--- src/rtl/simd_inst_receiver_pkg.sv ---
// Shared types for the SIMD instruction receiver: instruction record and field widths.
// Latency: n/a (types and constants only).
// Backpressure: n/a.
package simd_inst_receiver_pkg;

  // Instruction memory size; pc must be able to encode N_INST itself.
  localparam int N_INST   = 16;
  // Warps per block.
  localparam int MAX_WARP = 32;
  // Offset element width and number of offset dimensions.
  localparam int WBW      = 16;
  localparam int VDIM     = 4;

  localparam int INST_BW  = $clog2(N_INST + 1);
  localparam int WID_BW   = $clog2(MAX_WARP);

  typedef logic [VDIM-1:0][WBW-1:0] ofs_vec_t;

  // One issued instruction as it travels through the buffer and onto the ALU port.
  typedef struct packed {
    logic [INST_BW-1:0] pc;
    logic [WID_BW-1:0]  warpid;
    ofs_vec_t           bofs;
    ofs_vec_t           aofs;
  } simd_inst_t;

  // Pointer width for a buffer of 'depth' entries; a single-entry buffer still
  // needs a one-bit pointer so the declaration stays legal.
  function automatic int ptr_bw(input int depth);
    return (depth > 1) ? $clog2(depth) : 1;
  endfunction

endpackage

--- src/rtl/simd_inst_fifo.sv ---
// In-order instruction buffer of DEPTH entries with push/pop/count interface.
// Latency: a pushed entry is visible at head_dat the cycle after the push.
// Backpressure: push is ignored when full, pop is ignored when empty; the
//   caller sees fullness through count, which is registered.
//
// Ports:
//   i_clk, i_rst        clock, synchronous active-high reset
//   push, push_dat      write one instruction at the tail
//   pop                 retire the head entry
//   head_dat            current head entry (combinational read of storage)
//   count               number of valid entries, 0..DEPTH
module simd_inst_fifo
  import simd_inst_receiver_pkg::*;
#(
  parameter int DEPTH = 4,
  localparam int CNT_BW = $clog2(DEPTH + 1)
) (
  input  logic              i_clk,
  input  logic              i_rst,
  input  logic              push,
  input  simd_inst_t        push_dat,
  input  logic              pop,
  output simd_inst_t        head_dat,
  output logic [CNT_BW-1:0] count
);

  localparam int PTR_BW = ptr_bw(DEPTH);
  localparam logic [CNT_BW-1:0] FULL_CNT = CNT_BW'(DEPTH);
  localparam logic [PTR_BW-1:0] LAST_PTR = PTR_BW'(DEPTH - 1);

  simd_inst_t        mem [DEPTH];
  logic [PTR_BW-1:0] wr_ptr;
  logic [PTR_BW-1:0] rd_ptr;
  logic              push_ok;
  logic              pop_ok;

  // Guard both sides locally so the storage can never be corrupted even if
  // a caller misbehaves.
  assign push_ok  = push && (count != FULL_CNT);
  assign pop_ok   = pop && (count != '0);
  assign head_dat = mem[rd_ptr];

  // Storage carries no reset: validity is tracked entirely by count.
  always_ff @(posedge i_clk) begin
    if (push_ok) begin
      mem[wr_ptr] <= push_dat;
    end
  end

  always_ff @(posedge i_clk) begin
    if (i_rst) begin
      wr_ptr <= '0;
      rd_ptr <= '0;
      count  <= '0;
    end else begin
      // Pointers wrap modulo DEPTH, which need not be a power of two.
      if (push_ok) begin
        wr_ptr <= (wr_ptr == LAST_PTR) ? '0 : wr_ptr + PTR_BW'(1);
      end
      if (pop_ok) begin
        rd_ptr <= (rd_ptr == LAST_PTR) ? '0 : rd_ptr + PTR_BW'(1);
      end
      case ({push_ok, pop_ok})
        2'b10:   count <= count + CNT_BW'(1);
        2'b01:   count <= count - CNT_BW'(1);
        default: count <= count;
      endcase
    end
  end

endmodule

--- src/rtl/simd_inst_receiver.sv ---
// Receives issued SIMD instructions, buffers them in order, dispatches one per
//   cycle into a LATENCY-deep ALU pipe and pulses inst_commit_dval on retire.
// Latency: accept to dispatch 1 cycle (0 with SIMD_RECV_BYPASS_EN and an empty
//   buffer); dispatch to commit LATENCY cycles, plus one per stall cycle.
// Backpressure: inst_ack drops only when the registered count is DEPTH;
//   i_stall freezes dispatch and the pipe but never blocks acceptance.
//
// Optional feature macro: SIMD_RECV_BYPASS_EN (empty-buffer dispatch bypass).
//
// Ports:
//   i_clk, i_rst                  clock, synchronous active-high reset
//   inst_rdy / inst_ack           driver presents / receiver accepts
//   i_pc, i_warpid, i_bofs, i_aofs  incoming instruction fields
//   i_stall                       datapath backpressure
//   o_exe_dval, o_exe_*           dispatched instruction to the ALU
//   inst_commit_dval              one instruction retired this cycle
module simd_inst_receiver
  import simd_inst_receiver_pkg::*;
#(
  parameter int DEPTH   = 4,
  parameter int LATENCY = 3
) (
  input  logic                       i_clk,
  input  logic                       i_rst,
  input  logic                       inst_rdy,
  output logic                       inst_ack,
  input  logic [INST_BW-1:0]         i_pc,
  input  logic [WID_BW-1:0]          i_warpid,
  input  logic [VDIM-1:0][WBW-1:0]   i_bofs,
  input  logic [VDIM-1:0][WBW-1:0]   i_aofs,
  input  logic                       i_stall,
  output logic                       o_exe_dval,
  output logic [INST_BW-1:0]         o_exe_pc,
  output logic [WID_BW-1:0]          o_exe_warpid,
  output logic [VDIM-1:0][WBW-1:0]   o_exe_bofs,
  output logic [VDIM-1:0][WBW-1:0]   o_exe_aofs,
  output logic                       inst_commit_dval
);

  localparam int CNT_BW = $clog2(DEPTH + 1);
  localparam logic [CNT_BW-1:0] FULL_CNT = CNT_BW'(DEPTH);

  simd_inst_t        in_inst;
  simd_inst_t        head_inst;
  simd_inst_t        exe_inst;
  simd_inst_t        exe_out;
  simd_inst_t        last_q;
  logic [CNT_BW-1:0] count;
  logic              buf_empty;
  logic              accept;
  logic              bypass;
  logic              push;
  logic              pop;
  logic              dispatch;
  logic [LATENCY-1:0] pipe_vld;
  logic [LATENCY-1:0] pipe_nxt;

  assign in_inst = {i_pc, i_warpid, i_bofs, i_aofs};

  // Fullness comes from the registered count only, so a pop in the same
  // cycle never makes room for a push, and i_stall plays no part in ack.
  assign buf_empty = (count == '0);
  assign accept    = inst_rdy && (count != FULL_CNT) && !i_rst;
  assign inst_ack  = accept;

`ifdef SIMD_RECV_BYPASS_EN
  // Empty buffer and a free datapath: hand the incoming instruction straight
  // to the ALU instead of parking it for a cycle.
  assign bypass   = accept && buf_empty && !i_stall;
  assign exe_inst = bypass ? in_inst : head_inst;
`else
  assign bypass   = 1'b0;
  assign exe_inst = head_inst;
`endif

  assign push     = accept && !bypass;
  assign pop      = !buf_empty && !i_stall && !i_rst;
  assign dispatch = pop || bypass;

  simd_inst_fifo #(
    .DEPTH (DEPTH)
  ) u_fifo (
    .i_clk    (i_clk),
    .i_rst    (i_rst),
    .push     (push),
    .push_dat (in_inst),
    .pop      (pop),
    .head_dat (head_inst),
    .count    (count)
  );

  // The ALU port shows the instruction being dispatched, otherwise it keeps
  // presenting the last dispatched one; both read as zero under reset.
  always_ff @(posedge i_clk) begin
    if (i_rst) begin
      last_q <= '0;
    end else if (dispatch) begin
      last_q <= exe_inst;
    end
  end

  assign exe_out      = i_rst ? '0 : (dispatch ? exe_inst : last_q);
  assign o_exe_dval   = dispatch;
  assign o_exe_pc     = exe_out.pc;
  assign o_exe_warpid = exe_out.warpid;
  assign o_exe_bofs   = exe_out.bofs;
  assign o_exe_aofs   = exe_out.aofs;

  // Execution pipe: valid-only shift register. Stage 0 takes the dispatch,
  // the last stage is the retire point. A single-stage pipe has nothing to
  // shift, hence the split.
  generate
    if (LATENCY == 1) begin : g_pipe_one
      assign pipe_nxt = dispatch;
    end else begin : g_pipe_many
      assign pipe_nxt = {pipe_vld[LATENCY-2:0], dispatch};
    end
  endgenerate

  // A stall freezes every stage, so each stall cycle pushes every in-flight
  // commit out by exactly one cycle. Dispatch is already blocked by i_stall,
  // so nothing is dropped at stage 0 while frozen.
  always_ff @(posedge i_clk) begin
    if (i_rst) begin
      pipe_vld <= '0;
    end else if (!i_stall) begin
      pipe_vld <= pipe_nxt;
    end
  end

  assign inst_commit_dval = pipe_vld[LATENCY-1] && !i_stall && !i_rst;

endmodule

--- config.mk ---
export PLATFORM = sky130hd
export DESIGN_NAME = simd_inst_receiver
export DESIGN_NICKNAME = d
export VERILOG_FILES = /design/src/rtl/simd_inst_receiver_pkg.sv /design/src/rtl/simd_inst_fifo.sv /design/src/rtl/simd_inst_receiver.sv
export SDC_FILE = /design/constraint.sdc
export NUM_CORES = 1
export LEC_CHECK = 0
export BUFFER_PORTS_ARGS = -buffer_cell sky130_fd_sc_hd__buf_2
export CORE_AREA = 4 4 327 329
export DETAILED_ROUTE_END_ITERATION = 7
export DIE_AREA = 0 0 331 333
export GPL_TIMING_DRIVEN = 0
export HOLD_SLACK_MARGIN = 0.1
export PLACE_DENSITY_LB_ADDON = 0.08
export SETUP_SLACK_MARGIN = 0.05
export SYNTH_ARGS = -nofsm -noshare
export SYNTH_HDL_FRONTEND = slang
export SYNTH_SLANG_ARGS = --single-unit
--- constraint.sdc ---
create_clock -name i_clk -period 6.53 [get_ports i_clk]
set_input_delay 0.653 -clock i_clk [delete_from_list [all_inputs] [get_ports i_clk]]
set_output_delay 0.653 -clock i_clk [all_outputs]
set_load 0.005 [all_outputs]
-- Yosys cells after proc, flatten, opt, wreduce, memory -nomap -nowiden
Memory sizes are Yosys's and may differ from the RTL's. A register that Yosys moved wholly into a read port is not among the register bits.
Index checks and enable logic that the tools add are counted.
- register bits after elaboration: 148
- bits in writable memories: 552
- input bits: 142
- output and inout port bits: 141
- word-level logic and storage cells: 47
- memories: 1
- $add $sub $neg: 4
- eq/ne operators: 5
- muxes and demuxes: 9
- reductions and logical operators: 14
- memories (name ; depth ; width ; rd ports ; clocked after Yosys merged registers in ; write ports ; RTL line ; RTL):
    u_fifo.mem ; 4 ; 138 ; 1 ; 1 ; 1 ; simd_inst_fifo.sv:31 ; simd_inst_t mem [DEPTH];
- operators by type and width (kind ; count):
    138-bit 2-to-1 mux ; 2
    1-bit logical AND ; 8
    2-bit 2-to-1 mux ; 4
    2-bit == test, second input constant ; 3
    3-bit case mux with 2 select lines ; 1
    2-bit by 1-bit adder with 2-bit output, second input constant ; 2
    3-bit by 1-bit adder with 3-bit output, second input constant ; 1
    1-bit logical NOT ; 3
    3-bit logical NOT ; 1
    3-bit != test, second input constant ; 1
    3-bit nonzero test ; 1
    3-bit by 1-bit subtractor with 3-bit output, second input constant ; 1
    2-bit by 1-bit == test with 1-bit output, second input constant ; 1
    1-bit 2-to-1 mux ; 2
    2-bit nonzero test ; 1

-- Logic depth before layout (Yosys ltp)
Gate-level depths: netlist of run 1.
- depth in word-level cells: 7
- gate-level depth with buffers: 12
- gate-level depth less buffers: 9

-- Modules after synthesis
A second synthesis of run 1 with hierarchy kept.
- cell total of the unflattened synthesis: 1232
- area, all modules: 26011.2 um^2
- modules (own cells, without submodules) (module ; instances ; cells an instance ; area an instance (um^2) ; seq. area each (um^2)):
    simd_inst_fifo ; 1 ; 772 ; 20503.4 ; 16756.1
    simd_inst_receiver ; 1 ; 460 ; 5507.8 ; 2822.7

-- Least setup slack after synthesis of run 1
No wires, ideal clock.
- kind: in2reg
- start point: in i_rst
- end point: mem u_fifo.mem[3][0] in the netlist's numbering (enable)
- setup time: 0.514 ns
- arrival: 4.312 ns
- data required time: 6.016 ns
- path slack: 1.704 ns
- stages on the path: 3
- path buffers: 0
- path through: nand2b_1 nor2_1 and2_1
- word-level cells in the longest chain between the ends: 5
- ends and longest elaborated chain (what ; RTL line ; RTL):
    start: declaration ; simd_inst_receiver.sv:24 ; input logic i_rst,
    1-bit logical NOT ; simd_inst_receiver.sv:63 ; assign accept = inst_rdy && (count != FULL_CNT) && !i_rst;
    1-bit logical AND ; simd_inst_receiver.sv:63 ;
    named net inst_ack ; simd_inst_receiver.sv:26 ; output logic inst_ack,
    1-bit logical AND ; simd_inst_fifo.sv:39 ; assign push_ok = push && (count != FULL_CNT);
    1-bit 2-to-1 mux ; simd_inst_fifo.sv:45 ; if (push_ok) begin
    1-bit 2-to-1 mux (implied by the code) ; simd_inst_fifo.sv:46 ; mem[wr_ptr] <= push_dat;
    end: declaration ; simd_inst_fifo.sv:31 ;
The timed path passes the listed nets, and every way through them passes these cells.

==> run summary, run 1 <==
crit-path max FO: 10
Max transition margin: 0.155
total nets after synthesis: 1379
htree depth: 3
crit-path cells: buf_2, clkbuf_1, clkbuf_1, nor2b_1, mux2_2, buf_2
Non-Filler Instances: 3070
# hold bufs at CTS: 0
FF+latch area: 19600 um2
max cap viols: 0
Crit path max-delay family: buffers and inverters
worst setup path category: input pin to output port
Core ar.: 103000 um2
initial DRC count: 640
period utilisation layout: 0.567
Yosys top cell area share: 0.642
reg2reg setup slack: 3650 ps
Post-Syn Area: 25800 um2
GP Congestion: 0.663
largest net degree at the start of global routing: 46
Final #Nets: 1760
Routed Antenna Nets: 0
remaining global-route overflow: 0
Syn-to-layout area delta: 24.5%
DR vias: 12446
Vias/cell: 4.05
Hold WS: 226 ps
Data arrival, critical path: 3050 ps
Hold Vio Cnt, Final: 0
Root Buffer: clkbuf_16
Pleak: 11.3 nW
Post-Syn Instances: 1230
Req. time, crit path: 5880 ps
CP Buf/Inv Count: 4
area of the die: 110000 um2
Initial Utilization: 0.250
post-route setup TNS: 0 ps
Area contributors post-synth: edfxtp_1, mux4_2, dfxtp_1, mux2_2, nor2b_1
# Post-CTS Setup Buffers: 0
Max IR drop VDD: 175 uV
endpoint class of the critical path: output port
GRT Overall Usage: 0.119
synth cell count leaders: edfxtp_1, dfxtp_1, mux2_2
min cycle time layout: 3700 ps
global-route wire length before repair: 95200 um
number of synthesized flops with an enable pin: 552
Clock Pin Slew Worst Setup and Hold Paths: 50 ps
startpoint types: input pin
drt total wl: 65700 um
Num CTS Buffers: 85
Cell variety after synth: 27
Ys Warns: 0
Fillers: 10163
I/O Pins: 283
R2R cell count: 12
reg2reg end: u_fifo.count[2]
Site Rows: 118
Worst Hold Path EP: u_fifo.mem[2][71]
Die Y: 333 um
Yosys reg bits: 702
Pwr Total: 0.0107 W
power density cells: 333 nW/um2
hold path cells: 1
clock sinks: 702
Detailed Place HPWL: 40600 um
vias in the first global route: 13570
Placed Cells: 2904
first drt pass iteration count: 4
Final Skew: 11.9 ps
status: finished clean
Post-route DRC: 0
DR WL/cell: 21.4 um
clk_lat worst skew: 630 ps
initial antenna violation count: 21
register area share after synthesis: 0.758
Avg Cell Area, Syn: 21.0 um2
post-CTS resize count: 0
slowest cell delay on critical path: 950 ps
post-synth top area cell: edfxtp_1
Main synth FF type: edfxtp_1
async set-or-reset flop fraction in the synthesized netlist: 0
Max Root-Sink Buffers: 3
Pins Over Slew Limit: 0
Final Util: 0.311
RR Startpoint: u_fifo.count[0]
layout cells sized above 1: 0.440
Port Buffers: 282
area of the multi-input gates: 5850 um2
hold path start: i_bofs[7]
Critical Path Slowest Stage Cell: clkbuf_1
CTS tree: yes
RSZ-0062 raised after global routing: no
final setup fails: 0
Die Width: 331 um
fmax: 0.270 GHz
top-count cell post-synth: edfxtp_1
worst slew pin tran: 1270 ps
Hold WC Path Type: input pin to register
registers in the layout, summed over array words and instances, names as in the netlist, named ones only:
name	flops
u_fifo.mem	552
pipe_vld	3
last_q	138
u_fifo.count	3
u_fifo.wr_ptr	2
u_fifo.rd_ptr	2
area by class of cell:
cell class / count / share of cell area
Clock buffer: 121 / 0.0757
Inverter: 9 / 0.00105
Multi-Input combinational cell: 456 / 0.182
Antenna cell: 8 / 0.000623
Timing Repair Buffer: 294 / 0.0537
Sequential cell: 702 / 0.609
Buffer: 63 / 0.0120
Clock inverter: 37 / 0.0125
Tap cell: 1380 / 0.0537
logic make-up after synthesis:
family,share of synthesized area
XOR/XNOR,0.000678
AND/OR/NAND/NOR,0.0377
multiplexers,0.182
flip-flops,0.758
buffers and inverters,0.0162
AO/OA/AOI/OAI,0.00174
adder cells (fa/ha/maj),0.00368
routing by layer:
| metal | routed length [um] | global-route usage | part of all wire | vias to the layer above |
|---|---|---|---|---|
| met5 | 113 | 0 | 0.0017 | - |
| met4 | 1750 | 0.0361 | 0.027 | 18 |
| li1 | - | - | - | 5647 |
| met2 | 32800 | 0.205 | 0.50 | 261 |
| met3 | 4460 | 0.0431 | 0.068 | 129 |
| met1 | 26600 | 0.139 | 0.40 | 6391 |
cells in the final DEF (no fill, tap or decap), types with 6 or more instances in the layout:
cell and instances:
buf_16 10, buf_2 293, buf_4 8, buf_6 14, bufinv_16 8, clkbuf_1 46, clkbuf_16 87, clkbuf_8 13
clkinv_1 6, clkinv_2 16, dfxtp_1 150, diode_2 8, edfxtp_1 552, ha_1 6, inv_1 9, mux2_2 140
mux4_2 138, nor2_1 8, nor2b_1 139
worst max-delay path by stage:
stage,startpoint,to,cells after the start
after CTS,i_rst,o_exe_bofs[26],6
final,i_rst,o_exe_bofs[26],6
after global placement,i_rst,u_fifo.mem[0][75],4
after global routing,i_rst,o_exe_bofs[23],6
after floorplan,i_rst,u_fifo.mem[3][0],3
after detailed placement,i_rst,o_exe_bofs[22],6
worst reg2reg max path, stage by stage, from the launching register on:
cell and delay (ps):
dfxtp_1 350, nor3_1 320, nand2b_1 150, buf_2 320, buf_4 340, buf_4 290, inv_1 80, ha_1 200
inv_1 70, fa_1 180, xor2_1 70, or3_1 300, a21oi_1 140
power breakdown:
part / total [W] / internal [W] / switching, W
clock network: 0.00475 / 0.00291 / 0.00184
logic: 0.000902 / 0.000453 / 0.000449
registers: 0.00504 / 0.00501 / 0.0000345
total: 0.0107 / 0.00837 / 0.00232
stage by stage:
stage,instance area (um2),setup slack (ps)
after detailed placement,29300,2550
after global placement,29000,-2890
final,32200,2830
after floorplan,25800,1700
after CTS,32100,2540
after global routing,32100,2550
Note: power is estimated with default switching activity, not from simulation.
==> inputs of run 2 (changes only) <==
- clock period: 6.53 -> 3.5 ns (I/O delays scaled with it)
==> run 2 against run 1 <==
  * Clock-buffer cell count grew 1
  * Sequential share of layout area shrank 2.5 points
  * Sequential power grew 87%
  * Via count grew 4.1%
  * Non-clock buffer count grew 142
  * Die area is the same
  * Utilization grew 1.4 points
  * Register-to-register slack lost 2900 ps
  * Final area grew 4.4%
  * Worst hold slack gained 99 ps
  * Global-route usage grew 0.12 points
==> run summary, run 2 (synthesis gave the netlist of run 1 again) <==
most flop-heavy register: u_fifo.mem
post-route setup TNS: 0 ps (unchanged)
initial DRC count: 597 (-6.7%)
GRT Overall Usage: 0.121 (+0.00119)
Die Width: 331 um (unchanged)
Clock Pin Slew Worst Setup and Hold Paths: 60 ps (about the same)
Site Rows: 118 (unchanged)
Data arrival, critical path: 2840 ps (-210 ps)
fmax: 0.314 GHz
Final #Nets: 1902 (+8.1%)
Num CTS Buffers: 85 (unchanged)
layout cells sized above 1: 0.408 (-0.0319)
CTS tree: yes
Max transition margin: 0.465 (+0.309)
Pleak: 11.9 nW (+5.3%)
Final Skew: 23.5 ps (+11.6 ps)
Hold WC Path Type: input pin to register
DR WL/cell: 20.8 um (-2.9%)
NetSw: 0.00434 W (+87%)
first drt pass iteration count: 4 (unchanged)
most frequent cells in the layout: edfxtp_1, buf_2, dfxtp_1
vias in the first global route: 14188 (+4.6%)
remaining global-route overflow: 0 (unchanged)
Initial Utilization: 0.250 (unchanged)
I/O Pins: 283 (unchanged)
Post-route DRC: 0 (unchanged)
startpoint types: register
Vias/cell: 4.04 (-0.26%)
Root Buffer: clkbuf_16
Detailed Place HPWL: 41900 um (+3.0%)
RSZ-0062 raised after global routing: no
Reg power frac: 0.472 (about the same)
Pins Over Slew Limit: 0 (unchanged)
Syn-to-layout area delta: 29.9%
Die Y: 333 um (unchanged)
power density cells: 594 nW/um2 (+78%)
Non-Filler Instances: 3205 (+4.4%)
Logic pwr share: 0.092 (+0.008)
Clk pwr share: 0.436 (-0.008)
endpoint class of the critical path: output port
most common cell after layout, fill and taps aside: edfxtp_1
Largest regs: u_fifo.mem: 552 flops, last_q: 138 flops
htree depth: 3 (unchanged)
drt total wl: 66600 um (+1.3%)
DR vias: 12959 (+4.1%)
Core ar.: 103000 um2 (unchanged)
clock sinks: 702 (unchanged)
Placed Cells: 2906 (+0.069%)
period utilisation layout: 0.911
min cycle time layout: 3190 ps
area of the die: 110000 um2 (unchanged)
status: finished clean
initial antenna violation count: 9 (-57%)
Internal: 0.0156 W (+86%)
Fillers: 10018 (-1.4%)
Port Buffers: 282 (unchanged)
Routed Antenna Nets: 0 (unchanged)
final setup fails: 0 (unchanged)
worst setup path category: register to output port
clk_lat worst skew: 630 ps (about the same)
max cap viols: 0 (unchanged)
Max Root-Sink Buffers: 3 (unchanged)
GP Congestion: 0.674 (+1.6%)
Hold Vio Cnt, Final: 0 (unchanged)
global-route wire length before repair: 97100 um (+2.0%)
max reg flops: 552 (unchanged)
Max IR drop VDD: 302 uV (+72%)
worst slew pin tran: 803 ps (-464 ps)
crit-path max FO: 10 (unchanged)
Req. time, crit path: 3150 ps (-2730 ps)
largest net degree at the start of global routing: 45 (-2.2%)
Sw Share: 0.218 (+0.000703)
-- run 2: changes by cell type in the layout (fill, tap and decap cells not counted), moves of 3 or more --
| cell | previous run | this run |
|---|---|---|
| clkbuf_2 | 0 | 8 |
| buf_16 | 10 | 13 |
| buf_1 | 5 | 1 |
| dlygate4sd3_1 | 0 | 140 |
| clkinv_2 | 16 | 11 |
| inv_6 | 5 | 1 |
| clkinv_1 | 6 | 9 |
| clkbuf_1 | 46 | 43 |
| diode_2 | 8 | 4 |
-- run 2: repair_timing --
action	CTS	global route
hold endpoints to repair	558	0
resized for setup	4	11
gates cloned	0	0
hold buffers	140	0
endpoints found under the setup margin	12	69
setup buffers	0	0
pin swaps	0	0
-- run 2: power by group through the flow --
stage	clock, W	sequential [W]	combinational [W]
after detailed placement	0	0.00958	0.00179
after global routing	0.00936	0.00943	0.00203
after CTS	0.00904	0.00941	0.00193
after floorplan	0	0.00957	0.00105
after global placement	0	0.00960	0.00174
final	0.00868	0.00940	0.00183
-- run 2: worst paths after layout --
path,from,endpoint,slack (ps),cells past startpoint
worst min-delay path,i_rst,u_fifo.wr_ptr[0],330,4
worst max register to register,u_fifo.count[0],u_fifo.count[2],770,12
worst max-delay path,register,o_exe_warpid[3],310,5
worst min register to register,pipe_vld[1],pipe_vld[2],490,2
-- run 2: per-layer routing --
layer	part of all wire	GRT usage	vias to the layer above
li1	-	-	5925
met1	0.42	0.149	6658
met2	0.50	0.207	270
met3	0.055	0.0336	102
met4	0.024	0.0324	4
met5	0.00035	0	-
-- run 2: through the flow --
| step | util | hold WS (ps) | setup WS, ps | power [W] | area (um2) |
|---|---|---|---|---|---|
| after detailed placement | 0.284 | 481 | 499 | 0.0114 | 29400 |
| after floorplan | - | 442 | 500 | 0.0106 | 25800 |
| after global routing | 0.324 | 359 | 50.4 | 0.0208 | 33600 |
| after global placement | 0.280 | 456 | -2040 | 0.0113 | 29000 |
| after CTS | 0.324 | 272 | 56.5 | 0.0204 | 33500 |
| final | 0.324 | 326 | 310 | 0.0199 | 33600 |
-- run 2: worst max-delay path, stage by stage, from the launching register on --
cell	delay [ps]
dfxtp_1	340
buf_2	360
clkbuf_1	660
mux4_2	410
mux2_2	300
buf_2	140
-- run 2: layout make-up --
cell class / instances / area [um2] / area share
antenna: 4 / 10.0 / 0.000298
buffer: 63 / 407 / 0.0121
clock buffer: 122 / 2410 / 0.0717
clock inverter: 33 / 355 / 0.0106
inverter: 9 / 33.8 / 0.00101
multi-input combinational: 456 / 5850 / 0.174
sequential: 702 / 19600 / 0.583
tap: 1380 / 1730 / 0.0515
timing repair buffer: 436 / 3190 / 0.0951
